## src/rtl/timer_pkg.sv

```systemverilog
// timer_pkg: shared widths, prescaler select encodings and tick-mask helper for the timer.
package timer_pkg;
   localparam int CNT_W = 8;
   localparam int DIV_W = 4;
   typedef enum logic [1:0] {
      CKS_DIV2  = 2'b00,
      CKS_DIV4  = 2'b01,
      CKS_DIV8  = 2'b10,
      CKS_DIV16 = 2'b11
   } cks_e;
   // Low divider bits that must all be ones for a tick: 2^(cks+1)-1.
   function automatic logic [DIV_W-1:0] tick_mask(input logic [1:0] cks);
      return (cks == CKS_DIV2) ? 4'b0001 :
             (cks == CKS_DIV4) ? 4'b0011 :
             (cks == CKS_DIV8) ? 4'b0111 : 4'b1111;
   endfunction
endpackage

```

## src/rtl/timer_prescaler.sv

```systemverilog
// timer_prescaler: free-running divider cleared by en, tick on selected all-ones pattern.
// Optional TIMER_DBG_HALT_EN adds dbg_halt, which freezes the divider and masks ticks.
module timer_prescaler
   import timer_pkg::*;
(
   input  logic       pclk,
   input  logic       presetn,
   input  logic       en,
   input  logic [1:0] cks,
`ifdef TIMER_DBG_HALT_EN
   input  logic       dbg_halt,
`endif
   output logic       tick
);
   logic [DIV_W-1:0] div_q, div_d;
   logic             run;
`ifdef TIMER_DBG_HALT_EN
   assign run = en & ~dbg_halt;
`else
   assign run = en;
`endif
   always_comb begin
      div_d = !en ? '0 : run ? div_q + 1'b1 : div_q;
      tick  = run && ((div_q & tick_mask(cks)) == tick_mask(cks));
   end
   always_ff @(posedge pclk or negedge presetn)
      if (!presetn) div_q <= '0;
      else          div_q <= div_d;
endmodule

```

## src/rtl/timer_counter.sv

```systemverilog
// timer_counter: 8-bit up/down timer with reload, prescaled ticks and sticky wrap flags.
// Optional TIMER_DBG_HALT_EN adds dbg_halt, which freezes counting and flag setting.
module timer_counter
   import timer_pkg::*;
(
   input  logic             pclk,
   input  logic             presetn,
   input  logic [CNT_W-1:0] tdr,
   input  logic             load,
   input  logic             up_down,
   input  logic             en,
   input  logic [1:0]       cks,
   input  logic             ovf_clr,
   input  logic             udf_clr,
`ifdef TIMER_DBG_HALT_EN
   input  logic             dbg_halt,
`endif
   output logic [CNT_W-1:0] cnt,
   output logic             ovf,
   output logic             udf
);
   logic [CNT_W-1:0] cnt_q, cnt_d;
   logic             ovf_q, ovf_d, udf_q, udf_d;
   logic             tick, halt, set_ovf, set_udf;
`ifdef TIMER_DBG_HALT_EN
   assign halt = dbg_halt;
   timer_prescaler u_pre (
      .pclk(pclk), .presetn(presetn), .en(en), .cks(cks), .dbg_halt(dbg_halt), .tick(tick)
   );
`else
   assign halt = 1'b0;
   timer_prescaler u_pre (
      .pclk(pclk), .presetn(presetn), .en(en), .cks(cks), .tick(tick)
   );
`endif
   always_comb begin
      set_ovf = tick && !load && !halt && !up_down && (cnt_q == '1);
      set_udf = tick && !load && !halt && up_down && (cnt_q == '0);
      cnt_d   = halt ? cnt_q :
                load ? tdr :
                tick ? (up_down ? cnt_q - 1'b1 : cnt_q + 1'b1) : cnt_q;
      ovf_d   = set_ovf || (ovf_q && !ovf_clr);
      udf_d   = set_udf || (udf_q && !udf_clr);
   end
   always_ff @(posedge pclk or negedge presetn)
      if (!presetn) begin
         cnt_q <= '0;
         ovf_q <= 1'b0;
         udf_q <= 1'b0;
      end else begin
         cnt_q <= cnt_d;
         ovf_q <= ovf_d;
         udf_q <= udf_d;
      end
   assign cnt = cnt_q;
   assign ovf = ovf_q;
   assign udf = udf_q;
endmodule

```

## config.mk

```make
export PLATFORM = sky130hd
export DESIGN_NAME = timer_counter
export DESIGN_NICKNAME = d
export VERILOG_FILES = /design/src/rtl/timer_pkg.sv /design/src/rtl/timer_prescaler.sv /design/src/rtl/timer_counter.sv
export SDC_FILE = /design/constraint.sdc
export NUM_CORES = 1
export LEC_CHECK = 0
export CAP_MARGIN = 20
export CORE_AREA = 2 2 51 53
export CTS_CLUSTER_SIZE = 25
export DETAILED_ROUTE_END_ITERATION = 7
export DIE_AREA = 0 0 53 55
export HOLD_SLACK_MARGIN = 0.02
export PLACE_DENSITY = 0.71
export SETUP_SLACK_MARGIN = 0.4
export SLEW_MARGIN = 10
export SYNTH_ARGS = -nofsm -noshare
export SYNTH_HDL_FRONTEND = slang
export SYNTH_SLANG_ARGS = --single-unit
```

## constraint.sdc

```tcl
create_clock -name pclk -period 4.5 [get_ports pclk]
set_input_delay 1.35 -clock pclk [delete_from_list [all_inputs] [get_ports pclk]]
set_output_delay 1.35 -clock pclk [all_outputs]
set_load 0.02 [all_outputs]
```

==> flow_summary.toml <==
[timing]
max_freq_mhz = 299.3
skew_ns = 0.002830
relSlewSlack_pct = 56.78
timing.final.crit_share_pct = 74.25
setup_tns_ns = 0
finalMaxSlewViolations = 0
grt_setup_unrepaired = "false"
finalHoldViolations = 0
worst_pin_slew_ns = 0.6463
holdWs_ns = 0.5131
finalWorstPathRequiredPeriod_ns = 3.341
setup_viol = 0

[placed_design]
place_congestion = 0.9067
port_buffers = 26
dp_cells = 160
hpwl_um = 1706

[synth]
synth.cell_area_sq_um = 988.4
syn-num-nets = 131
synth_seq_area_share_pct = 35.44
async_reset_ff_share_pct = 100.0
yosys_register_bits = 14
syn_inst = 106
yosys_warnings = 0
synth_cell_types = 42
synth_edf_count = 0
ys.flop_type = "dfrtp_1"
syn_area_per_cell_sq_um = 9.325

[setup_path]
arrival_ns = 3.56
setup.worst_path.class = "input pin to flip-flop"
slowest_delay_ns = 0.66
required_ns = 4.72
crit_chain = "clkdlybuf4s50_1 -> inv_1 -> fa_1 -> nor2b_1 -> o31a_1 -> o21ai_0 -> a2111o_1 -> nand3_1"
critPathBufInv = 2
cp_top_family = "buffers and inverters"
slowest_stage = "clkdlybuf4s50_1"
cp-start-kind = "input pin"
critPathMaxFanout = 9
cp-end-kind = "flip-flop"

[floorplan]
num_rows = 18
start_util_pct = 41.80
fp.coreArea_sq_um = 2365
die-area_sq_um = 2915
io_pins = 27
die_w_um = 53
die_h_um = 55

[hold_path]
holdCritPathClass = "flip-flop to flip-flop"

[clock_tree]
cts_max_level = 1
clock_sinks = 14
cts_hold_buf = 0
clockBufferDepth = 2
cts_resized = 0
tritoncts = "yes"
root_buffer = "clkbuf_4"
clkSlewWorstSetupHoldPaths_ns = 0.09
numCtsBuffers = 3
postCtsSetupRepairBufs = 0
clk_latency_ns = 0.28

[pwr]
p_seq_share_pct = 41.7
intPower_uw = 244.0
switching_share_pct = 31.68
power_density_nw_per_um2 = 271.9
power_frac_clock_pct = 25.8
p_comb_share_pct = 32.5
switchingPower_uw = 113.2
power_leakage_uw = 0.0005516
max-vdd-ir-drop_uv = 146.4

[finish]
stdcell_count = 164
area_growth_pct = 32.91
diodes = 0
mostFrequentLayoutCells = "26 x clkdlybuf4s50_1, 14 x dfrtp_1, 8 x o21ai_0, 7 x inv_1, 7 x ha_1"
layout_commonest_cell = "clkdlybuf4s50_1"
n_fill_cell = 229
multi_input_area_sq_um = 603.1
regArea_sq_um = 350.3
drive_gt1_share_pct = 5.970
nNetsFinal = 160

[global_route]
grt_remaining_overflow = 0
grt_pass1_wl_um = 3539
grt.total_usage_pct = 16.72
grt_max_degree = 17
grt_pass1_vias = 822
antenna_found_initial = 0

[drt]
routed_wl_um = 2183
route.detailed.drc = 0
wl_per_cell_um = 13.31
vias = 909
drt_iter0_drc = 18
drtPass1Iterations = 5
ant_nets = 0
via_per_inst = 5.543

[status]
status = "completed"

[job]
maxCapViolCount = 0
==> power by group through the flow <==
stage          registers (uW)  logic [uW]  clock network, uW
2_1_floorplan             158        61.5                  0
3_3_place_gp              151         114                  0
3_5_place_dp              151         116                  0
4_1_cts                   149         117               96.3
5_1_grt                   151         129                101
6_report                  149         116               92.1
==> cells by family (layout without fill, tap and decap cells) <==
family / after synthesis / count (layout) / synth area share [%]
DFF: 14 / 14 / 35.44
and+or+nand+nor: 36 / 36 / 21.14
adders and majority gates: 8 / 8 / 10.89
AOI/OAI and AO/OA: 32 / 32 / 22.28
muxes: 3 / 3 / 3.165
xor gates and xnor gates: 4 / 4 / 3.545
buffers and inverters: 9 / 37 / 3.544
==> final cells by class <==
class	count	share of cell area, %
Multi-Input combinational cell	83	45.90
Sequential cell	14	26.67
Timing Repair Buffer	26	19.81
Tap cell	30	2.857
Clock buffer	4	2.762
Inverter	7	2.000
==> worst reg2reg max path: stages, from the launching register on <==
cell	delay (ns)
dfrtp_1	0.45
inv_1	0.11
fa_1	0.41
nor2b_1	0.20
o31a_1	0.16
o21ai_0	0.11
a2111o_1	0.43
nand3_1	0.07
==> stage by stage <==
step	total power [uW]	util, %	worst slack (ns)	instance area [sq um]
6_report	357.2	55.56	1.159	1314
5_1_grt	381.1	55.56	0.9754	1314
4_1_cts	362.0	55.56	1.136	1314
3_5_place_dp	267.6	54.02	0.8477	1277
3_3_place_gp	264.6	54.02	0.9244	1277
2_1_floorplan	219.2	-	1.695	988.4
==> state kept, by name (all words and copies together), names as in the netlist <==
register / count
cnt: 8
ovf: 1
u_pre.div_q: 4
udf: 1
==> final timing paths <==
kind / cells after the start / startpoint / slack, ns / endpoint
min: 1 / u_pre.div_q[0] / 0.51 / u_pre.div_q[0]
min reg2reg: 1 / u_pre.div_q[0] / 0.51 / u_pre.div_q[0]
max: 8 / up_down / 1.16 / cnt[6]
max reg2reg: 7 / cnt[0] / 2.51 / cnt[6]
min in group asynchronous: 1 / presetn / 1.46 / u_pre.div_q[0]
max in group asynchronous: 1 / presetn / 2.63 / cnt[4]
==> metal layers <==
layer / track usage (%) / up-vias / wire, um
li1: - / 452 / -
met4: 6.410 / 0 / 26
met5: 0 / - / 0
met1: 20.63 / 432 / 979
met3: 3.495 / 4 / 89
met2: 28.75 / 21 / 1087
==> synth_stat cells, types with 3 or more instances <==
cell type / number / area share, %
nor2b_1: 4 / 2.5
ha_1: 7 / 8.9
a21oi_1: 6 / 3.0
and2_1: 5 / 3.2
xnor2_1: 3 / 2.7
o21ai_0: 8 / 4.1
nand2_1: 6 / 2.3
inv_1: 7 / 2.7
dfrtp_1: 14 / 35
nor2_1: 6 / 2.3
or4_1: 3 / 2.3
(Power assumes the default switching activity.)
